===== src/rtl/edge_pack.sv =====
// -----------------------------------------------------------------------------
// edge_pack
//
// Packs the 1-bit edge stream from the Sobel stage into 16-bit words for the
// SDRAM write path. The earliest pixel of a word lands in bit 0. Frame
// start/end markers travel with the word that holds the first/last pixel.
// Each frame's pixel count is compared with IMG_W*IMG_H, and frm_err pulses
// on a length mismatch or a framing error.
//
// Optional feature (macro EDGE_CNT_EN): when defined, edge_cnt reports the
// number of din=1 pixels in the last completed frame. When undefined, there
// is no counter logic and edge_cnt is tied to 0.
//
// Ports:
//   clk       in   system clock
//   rst_n     in   asynchronous active-low reset
//   din       in   binary edge pixel (1 = edge)
//   din_sop   in   first pixel of frame (qualified by din_vld)
//   din_eop   in   last pixel of frame (qualified by din_vld)
//   din_vld   in   pixel valid
//   dout      out  packed word, bit0 = earliest pixel
//   dout_sop  out  word contains the frame's first pixel
//   dout_eop  out  word contains the frame's last pixel
//   dout_vld  out  single-cycle word valid pulse
//   frm_err   out  single-cycle frame length / framing error pulse
//   edge_cnt  out  edge-pixel count of the last completed frame
// -----------------------------------------------------------------------------
module edge_pack #(
    parameter int IMG_W = 640,
    parameter int IMG_H = 480,
    parameter int DW    = 16
) (
    input  logic          clk,
    input  logic          rst_n,
    input  logic          din,
    input  logic          din_sop,
    input  logic          din_eop,
    input  logic          din_vld,
    output logic [DW-1:0] dout,
    output logic          dout_sop,
    output logic          dout_eop,
    output logic          dout_vld,
    output logic          frm_err,
    output logic [19:0]   edge_cnt
);

    localparam logic [18:0] FRAME_LEN = 19'(IMG_W * IMG_H);

    typedef enum logic [0:0] {
        ST_IDLE = 1'b0,
        ST_PACK = 1'b1
    } state_t;

    state_t        state_q, state_d;
    logic [3:0]    idx_q, idx_d;
    logic [DW-1:0] sreg_q, sreg_d;
    logic          sop_pend_q, sop_pend_d;
    logic [18:0]   pix_cnt_q, pix_cnt_d;
    logic [DW-1:0] dout_q, dout_d;
    logic          dout_sop_q, dout_sop_d;
    logic          dout_eop_q, dout_eop_d;
    logic          dout_vld_q, dout_vld_d;
    logic          frm_err_q, frm_err_d;

    logic [DW-1:0] wr_word_s;
    logic [18:0]   cnt_inc_s;

    // Current shift register with the incoming pixel merged at idx; count + 1 (saturating)
    always_comb begin
        wr_word_s        = sreg_q;
        wr_word_s[idx_q] = din;
        if (pix_cnt_q == {19{1'b1}}) begin
            cnt_inc_s = pix_cnt_q;
        end else begin
            cnt_inc_s = pix_cnt_q + 19'd1;
        end
    end

    // Next-state and output decode for the packer FSM.
    // The shift register is cleared whenever a word is emitted or a frame
    // starts, so bits above idx are always 0 and a partial eop word needs
    // no further masking.
    always_comb begin
        state_d    = state_q;
        idx_d      = idx_q;
        sreg_d     = sreg_q;
        sop_pend_d = sop_pend_q;
        pix_cnt_d  = pix_cnt_q;
        dout_d     = dout_q;
        dout_sop_d = 1'b0;
        dout_eop_d = 1'b0;
        dout_vld_d = 1'b0;
        frm_err_d  = 1'b0;

        if (!din_vld) begin
            // Gap cycle: hold all state.
            state_d = state_q;
        end else if (din_sop) begin
            // sop seen while packing aborts the partial frame without emitting it.
            frm_err_d = (state_q == ST_PACK);
            if (din_eop) begin
                // One-pixel frame: emit immediately, stay idle.
                dout_d     = {{(DW-1){1'b0}}, din};
                dout_vld_d = 1'b1;
                dout_sop_d = 1'b1;
                dout_eop_d = 1'b1;
                frm_err_d  = (state_q == ST_PACK) || (FRAME_LEN != 19'd1);
                sreg_d     = {DW{1'b0}};
                idx_d      = 4'd0;
                pix_cnt_d  = 19'd0;
                sop_pend_d = 1'b0;
                state_d    = ST_IDLE;
            end else begin
                sreg_d     = {{(DW-1){1'b0}}, din};
                idx_d      = 4'd1;
                pix_cnt_d  = 19'd1;
                sop_pend_d = 1'b1;
                state_d    = ST_PACK;
            end
        end else begin
            case (state_q)
                ST_IDLE: begin
                    // Pixels outside a frame are dropped; a stray eop is a framing error.
                    frm_err_d = din_eop;
                end
                ST_PACK: begin
                    if (din_eop) begin
                        dout_d     = wr_word_s;
                        dout_vld_d = 1'b1;
                        dout_sop_d = sop_pend_q;
                        dout_eop_d = 1'b1;
                        frm_err_d  = (cnt_inc_s != FRAME_LEN);
                        sreg_d     = {DW{1'b0}};
                        idx_d      = 4'd0;
                        pix_cnt_d  = 19'd0;
                        sop_pend_d = 1'b0;
                        state_d    = ST_IDLE;
                    end else if (idx_q == 4'd15) begin
                        dout_d     = wr_word_s;
                        dout_vld_d = 1'b1;
                        dout_sop_d = sop_pend_q;
                        sreg_d     = {DW{1'b0}};
                        idx_d      = 4'd0;
                        pix_cnt_d  = cnt_inc_s;
                        sop_pend_d = 1'b0;
                    end else begin
                        sreg_d    = wr_word_s;
                        idx_d     = idx_q + 4'd1;
                        pix_cnt_d = cnt_inc_s;
                    end
                end
                default: begin
                    state_d = ST_IDLE;
                end
            endcase
        end
    end

    // Packer state and registered outputs
    always_ff @(posedge clk or negedge rst_n) begin
        if (!rst_n) begin
            state_q    <= ST_IDLE;
            idx_q      <= 4'd0;
            sreg_q     <= {DW{1'b0}};
            sop_pend_q <= 1'b0;
            pix_cnt_q  <= 19'd0;
            dout_q     <= {DW{1'b0}};
            dout_sop_q <= 1'b0;
            dout_eop_q <= 1'b0;
            dout_vld_q <= 1'b0;
            frm_err_q  <= 1'b0;
        end else begin
            state_q    <= state_d;
            idx_q      <= idx_d;
            sreg_q     <= sreg_d;
            sop_pend_q <= sop_pend_d;
            pix_cnt_q  <= pix_cnt_d;
            dout_q     <= dout_d;
            dout_sop_q <= dout_sop_d;
            dout_eop_q <= dout_eop_d;
            dout_vld_q <= dout_vld_d;
            frm_err_q  <= frm_err_d;
        end
    end

    assign dout     = dout_q;
    assign dout_sop = dout_sop_q;
    assign dout_eop = dout_eop_q;
    assign dout_vld = dout_vld_q;
    assign frm_err  = frm_err_q;

`ifdef EDGE_CNT_EN
    logic        pix_take_s;
    logic        frm_end_s;
    logic [19:0] acc_nxt_s;
    logic [19:0] edge_acc_q, edge_acc_d;
    logic [19:0] edge_cnt_q, edge_cnt_d;

    // A pixel belongs to a frame when it starts one or arrives while packing.
    assign pix_take_s = din_vld && (din_sop || (state_q == ST_PACK));
    assign frm_end_s  = pix_take_s && din_eop;

    // Running edge count; sop restarts it, so an aborted frame never reaches edge_cnt
    always_comb begin
        if (din_sop) begin
            acc_nxt_s = {19'd0, din};
        end else begin
            acc_nxt_s = edge_acc_q + {19'd0, din};
        end
        if (pix_take_s) begin
            edge_acc_d = acc_nxt_s;
        end else begin
            edge_acc_d = edge_acc_q;
        end
        if (frm_end_s) begin
            edge_cnt_d = acc_nxt_s;
        end else begin
            edge_cnt_d = edge_cnt_q;
        end
    end

    // Edge accumulator and last-frame result
    always_ff @(posedge clk or negedge rst_n) begin
        if (!rst_n) begin
            edge_acc_q <= 20'd0;
            edge_cnt_q <= 20'd0;
        end else begin
            edge_acc_q <= edge_acc_d;
            edge_cnt_q <= edge_cnt_d;
        end
    end

    assign edge_cnt = edge_cnt_q;
`else
    assign edge_cnt = 20'd0;
`endif

endmodule

===== config.mk =====
export PLATFORM = sky130hd
export DESIGN_NAME = edge_pack
export DESIGN_NICKNAME = d
export VERILOG_FILES = /design/src/rtl/edge_pack.sv
export SDC_FILE = /design/constraint.sdc
export NUM_CORES = 1
export LEC_CHECK = 0
export CAP_MARGIN = 40
export CORE_MARGIN = 5
export CORE_UTILIZATION = 55
export DETAILED_ROUTE_END_ITERATION = 8
export PLACE_DENSITY = 0.8
export SYNTH_ARGS = -nofsm -noshare
export SYNTH_HDL_FRONTEND = slang
export SYNTH_SLANG_ARGS = --single-unit

===== constraint.sdc =====
create_clock -name clk -period 6 [get_ports clk]
set_input_delay 1.2 -clock clk [delete_from_list [all_inputs] [get_ports clk]]
set_output_delay 1.2 -clock clk [all_outputs]
set_load 0.1 [all_outputs]

==> impl_metrics.yaml <==
final_layout:
  diodes: 0
  multi_input_area_sq_um: 1690
  seq_area_sq_um: 1530
  post_route_cells_drive_above_1_share_pct: 11.1
  synthToLayoutAreaGrowth_pct: 21.4
  layoutNonFillerInstCount: 499
  design_area_sq_um: 4170
  final_util_pct: 69.7
  n_fill_cell: 453
  nets: 430
synth:
  synth_ff_type: "dfrtp_1"
  avgSynthCellArea_sq_um: 8.86
  ys_ff_latch: 61
  synth_cell_type_count: 47
  synthesis.instances: 388
  synth_area_sq_um: 3440
  yosysSeqAreaShare_pct: 44.4
  synthArstFlopShare_pct: 100
  synth_edf_count: 0
  ys_warn_count: 0
timing:
  finalHoldViolCount: 0
  timing.final.crit_share_pct: 53.1
  min_period_ns: 3.19
  holdWs_ns: 0.481
  drv_slew: 0
  fin_tns_setup_ns: 0
  tightest_slew_ns: 0.748
  max_slew_margin_pct: 50.1
  rsz0062_at_grt: "no"
  worst_slack_ns: 2.81
  finalClockSkew_ns: 0.00931
  max_clock_freq_mhz: 314
  setup_viol: 0
pwr:
  power_density_nw_per_um2: 252
  ir_worst_vdd_uv: 215
  p_leak_nw: 1.90
  total_power_mw: 1.05
setup_path:
  critPathMaxStageDelay_ns: 0.59
  cpMostUsedCell: "nand2_1"
  cp.arrival_ns: 3.48
  slowest_stage: "and3_1"
  path_cells: "clkdlybuf4s50_1, buf_8, nor2_1, and3_1, nand2_1, a21oi_1, o21ai_0, nand2_1"
  cp.depth: 8
  worst-path-buf-inv: 2
  r2r_cells: 7
  cp.required_ns: 6.29
  cp_max_fo: 26
  startpoint_type: "primary input"
  crit_family: "simple AND/OR/NAND/NOR gates"
  worstSetupEndpointType: "flop"
  path_class: "primary input to flop"
route:
  drc: 0
  vias: 2974
  wl_mm: 8.16
  drtPass1Iterations: 4
  ant_nets: 0
  via_per_inst: 5.96
  drtIter0Drc: 296
  wl_per_cell_um: 16.4
global_route:
  grt_pass1_wl_mm: 13.6
  grt_pass1_vias: 2883
  grt_overflow_total: 0
  grt_antenna_before_repair: 0
  grt_usage_pct: 22.4
  grt_max_degree: 62
floorplanning:
  dieArea_sq_um: 7930
  die_w_um: 89.0
  die_h_um: 89.0
  core-area_sq_um: 5990
  io-pin-count: 46
  rows: 28
  initial_core_util_pct: 57.4
clock_network:
  clock_path_buffers: 2
  clkTransAtPathRegs_ns: 0.07
  cts_setup_buffers: 0
  clock_latency_ns: 0.35
  ctsHoldBuffers: 0
  clock-root-buffer: "clkbuf_8"
  tritoncts: "built"
  cts_sinks: 61
  cts_resized: 0
  htreeDepth: 3
  cts_buffers: 9
placed_design:
  globalplace.congestion: 0.898
  dp.cells: 483
  hpwl_mm: 5.46
  port-buffer-count: 25
  placed_cell_area_sq_um: 3940
  place_ws_ns: 2.50
min_path:
  whs_path_depth: 2
  hold_class: "flop to flop"
run_status:
  outcome: "complete, no violations"
job:
  max_cap_violations: 0
[cells in the final DEF (no fill, tap or decap), types with 3 or more instances in the layout]
| master | count |
|---|---|
| mux2i_1 | 18 |
| and4_1 | 4 |
| xor2_1 | 4 |
| nand4_1 | 10 |
| nor3_1 | 3 |
| buf_8 | 22 |
| nor2_1 | 14 |
| bufinv_16 | 3 |
| clkbuf_8 | 9 |
| a21oi_1 | 15 |
| clkdlybuf4s50_1 | 24 |
| nand3_1 | 14 |
| o31ai_1 | 20 |
| conb_1 | 20 |
| nand2_1 | 68 |
| clkinv_2 | 3 |
| ha_1 | 5 |
| a22o_1 | 5 |
| a31oi_1 | 3 |
| a21boi_0 | 3 |
| o21ai_0 | 43 |
| dfrtp_1 | 61 |
| inv_1 | 8 |
| nor2b_1 | 6 |
| and3_1 | 3 |
[cell usage after synthesis (2+ instances only)]
master | n | share of area [%]
o21ai_0 | 43 | 6.3
o22ai_1 | 2 | 0.36
buf_4 | 20 | 4.4
and3_1 | 3 | 0.55
clkbuf_1 | 21 | 2.3
a21oi_1 | 15 | 2.2
nand3_1 | 14 | 2.0
mux2i_1 | 18 | 5.2
nor2_1 | 14 | 1.5
a22o_1 | 5 | 1.3
dfrtp_1 | 61 | 44
o31ai_1 | 20 | 4.4
and2_1 | 2 | 0.36
a21o_1 | 2 | 0.44
and4_1 | 4 | 1.0
a31oi_1 | 3 | 0.55
a2111oi_0 | 2 | 0.51
buf_2 | 6 | 0.87
o21a_1 | 2 | 0.44
nand2_1 | 68 | 7.4
nand4_1 | 10 | 1.8
xor2_1 | 4 | 1.0
ha_1 | 5 | 1.8
o21ai_1 | 2 | 0.29
a211oi_1 | 2 | 0.44
nand2b_1 | 2 | 0.36
a21boi_0 | 3 | 0.66
nor3_1 | 3 | 0.44
nor2b_1 | 6 | 1.1
nor3b_1 | 2 | 0.44
inv_1 | 8 | 0.87
[logic make-up (layout without fill, tap and decap cells)]
family,Yosys count,after routing,synth area share (%)
compound gates,108,108,19.7
xor+xnor,5,5,1.27
fa+ha+maj,5,5,1.82
buf+inv,56,73,8.56
flops,61,61,44.4
mux,18,18,5.24
other cells,1,20,0.109
simple gates,134,134,18.8
[routing by layer]
layer,track usage (%),vias up,part of all wire [%]
li1,-,1392,-
met1,29.5,1466,43
met2,36.2,106,49
met3,6.27,10,6.7
met4,6.63,0,0.77
met5,0,-,0
[registers in the layout (all words and copies together), names as in the netlist]
register / count
state_q: 1
dout_sop: 1
idx_q: 4
sreg_q: 16
dout: 16
sop_pend_q: 1
pix_cnt_q: 19
dout_vld: 1
dout_eop: 1
frm_err: 1
[report_power, final]
part           internal [mW]  switching, mW  leakage [nW]
registers              0.422         0.0113         0.837
logic                 0.0405          0.139         0.942
clock network          0.274          0.165         0.123
[worst reg2reg max path: stages, from the launching register on]
cell	delay, ns
dfrtp_1	0.46
ha_1	0.32
and4_1	0.40
nand2b_1	0.14
nor3_1	0.42
o21ai_0	0.17
a2111oi_0	0.53
a31oi_1	0.19
[path summary, 6_finish.rpt]
check                              from        end  slack (ns)
min reg2reg                    dout[15]   dout[15]        0.48
max in group asynchronous         rst_n   idx_q[0]        4.51
max reg2reg                pix_cnt_q[0]    frm_err        3.22
max                             din_sop  sreg_q[0]        2.81
min                            dout[15]   dout[15]        0.48
min in group asynchronous         rst_n    dout[7]        1.00
[area by class of cell]
| type | count | area share, % |
|---|---|---|
| multi-input combinational | 290 | 40.6 |
| clock inverter | 7 | 2.73 |
| timing repair buffer | 49 | 14.2 |
| inverter | 8 | 0.720 |
| tap | 75 | 2.25 |
| sequential | 61 | 36.6 |
| clock buffer | 9 | 2.97 |
Note: power is estimated with default switching activity, not from simulation.
==> patch: new RTL, config.mk and constraints unchanged <==
`DW`: 16 -> 12.
--- a/src/rtl/edge_pack.sv
+++ b/src/rtl/edge_pack.sv
@@ -28,7 +28,7 @@
 module edge_pack #(
     parameter int IMG_W = 640,
     parameter int IMG_H = 480,
-    parameter int DW    = 16
+    parameter int DW    = 12
 ) (
     input  logic          clk,
     input  logic          rst_n,
Ports: changed (resized dout); port bits go from 46 to 42. The function was not compared with the original's and may differ.
==> patch against the unedited design <==
- global-route usage decreased by 1.9 points
- largest cell class unchanged
- power shrank 24%
- critical path type unchanged
- final area decreased by 12%
- synthesized area fell by 7.7%
- wire length is 13% lower
- critical path depth shrank 1
- worst setup slack got worse by 0.44 ns
- sequential cell count shrank 8
==> patch: results (changes against the unedited design) <==
The maximum number of pins on one net before global-route repair came out at 54 (-13%). The xor/xnor cell area share of the yosys netlist came out at 1.66% (+0.38 points). The data arrival time of the critical path is 3.90 ns (+0.42 ns). The number of levels in the clock H-tree is 2 (-1).

The total track usage came out at 20.5% (-1.9 points). The final-stage net count is 390 (-9.3%). The run finished with clean final reports.

The multiplexer area fraction after synthesis came out at 4.78% (-0.47 points). The HPWL after detailed placement came out at 5.01 mm (-8.2%). The fraction of the mapped netlist area in compound gates was 20.8% (+1.1 points).

The worst setup slack for register-to-register paths came to 3.50 ns (+0.28 ns). The worst-skew pair later-pin latency was 0.32 ns (-0.03 ns). The sequential fraction of the synthesis area is 41.8% (-2.6 points). The reported leakage power is 1.67 nW (-12%). The commonest cells after synthesis are nand2_1 (62), dfrtp_1 (53), o21ai_0 (39), buf_4 (23).

The number of search-and-repair iterations in the first detailed-routing pass came out at 5 (+1). The violation count after the first detailed-routing iteration came to 286 (-3.4%). The met2 routed wirelength was 3.17 mm (-21%).

The post-route clock skew is 0.00577 ns (-0.00355 ns). The average detailed-routed wire length per instance is 15.7 µm (-3.8%). The via count of the first global-routing pass was 2511 (-13%). The clock buffer count from CTS came out at 5 (-4).

The met1 layer wirelength in the final routing is 3.29 mm (-7.2%). The count of input and output buffers came to 21 (-16%). The largest incremental delay on the critical path came out at 0.88 ns (+0.29 ns). The distinct cell type count after synthesis is 53 (+13%). After synthesis, the cell types taking the most area are dfrtp_1 (42%), nand2_1 (7.3%), o21ai_0 (6.2%).

The total met3 wirelength after detailed routing is 497 µm (-9.5%). The share of the synthesized area in the top cell type is 41.8% (-2.6 points). The number of filler cells placed in the layout is 427 (-5.7%).
## patch: changes by cell type after synthesis, sizes merged, moves of 6 or more
cell,before,now
nor2,14,21
nand2,68,62
dfrtp,61,53
clkbuf,22,13
## patch: routing by layer
metal | vias up | global-route usage (%)
met5 | - | 0
li1 | 1270 | -
met1 | 1293 | 29.8
met3 | 17 | 3.75
met4 | 0 | 6.91
met2 | 102 | 30.7
## patch: stage by stage
step | worst slack, ns | cells | area (µm²) | util (%) | total power [mW]
CTS | 2.42 | 452 | 3670 | 66.3 | 0.802
global placement | 2.19 | 427 | 3320 | 59.9 | 0.563
global route | 2.18 | 452 | 3670 | 66.3 | 0.834
detailed placement | 2.09 | 444 | 3570 | 64.5 | 0.583
floorplan | 3.43 | 371 | 3240 | - | 0.538
finish | 2.37 | 452 | 3670 | 66.3 | 0.802
## patch: logic make-up (layout without fill, tap and decap cells)
kind of cell,count (synthesis),after routing
fa+ha+maj,5,5
mux,15,15
simple gates,121,121
compound gates,105,105
flops,53,53
xor+xnor,6,6
other cells,1,20
buf+inv,46,55
## patch: area by class of cell
| cell class | count | area [µm²] | area share [%] |
|---|---|---|---|
| Clock buffer | 5 | 68.8 | 1.87 |
| Clock inverter | 3 | 28.8 | 0.784 |
| Inverter | 7 | 26.3 | 0.716 |
| Multi-Input combinational cell | 272 | 1660 | 45.1 |
| Sequential cell | 53 | 1330 | 36.1 |
| Tap cell | 72 | 90.1 | 2.45 |
| Timing Repair Buffer | 40 | 475 | 12.9 |
## patch: how the worst min path moves through the flow
stage                    start         end  slack, ns  cells after the start
finish               sreg_q[1]   sreg_q[1]       0.49                      2
global route           dout[8]     dout[8]       0.52                      2
CTS                    dout[3]     dout[3]       0.49                      2
detailed placement     dout[3]     dout[3]       0.47                      2
global placement      dout[11]    dout[11]       0.46                      2
floorplan           sreg_q[10]  sreg_q[10]       0.45                      2
## patch: worst max-delay path, delay by kind of cell
family,cells,cell delay [ns]
buffers and inverters,1,0.88
and+or+nand+nor,4,1.52
AOI/OAI and AO/OA,2,0.29
## patch: report_power, final
part           internal [mW]  leakage [nW]  switching, mW  total (mW)
clock                 0.0876        0.0506          0.136       0.224
combinational         0.0472         0.899          0.148       0.195
sequential             0.370         0.725         0.0132       0.383
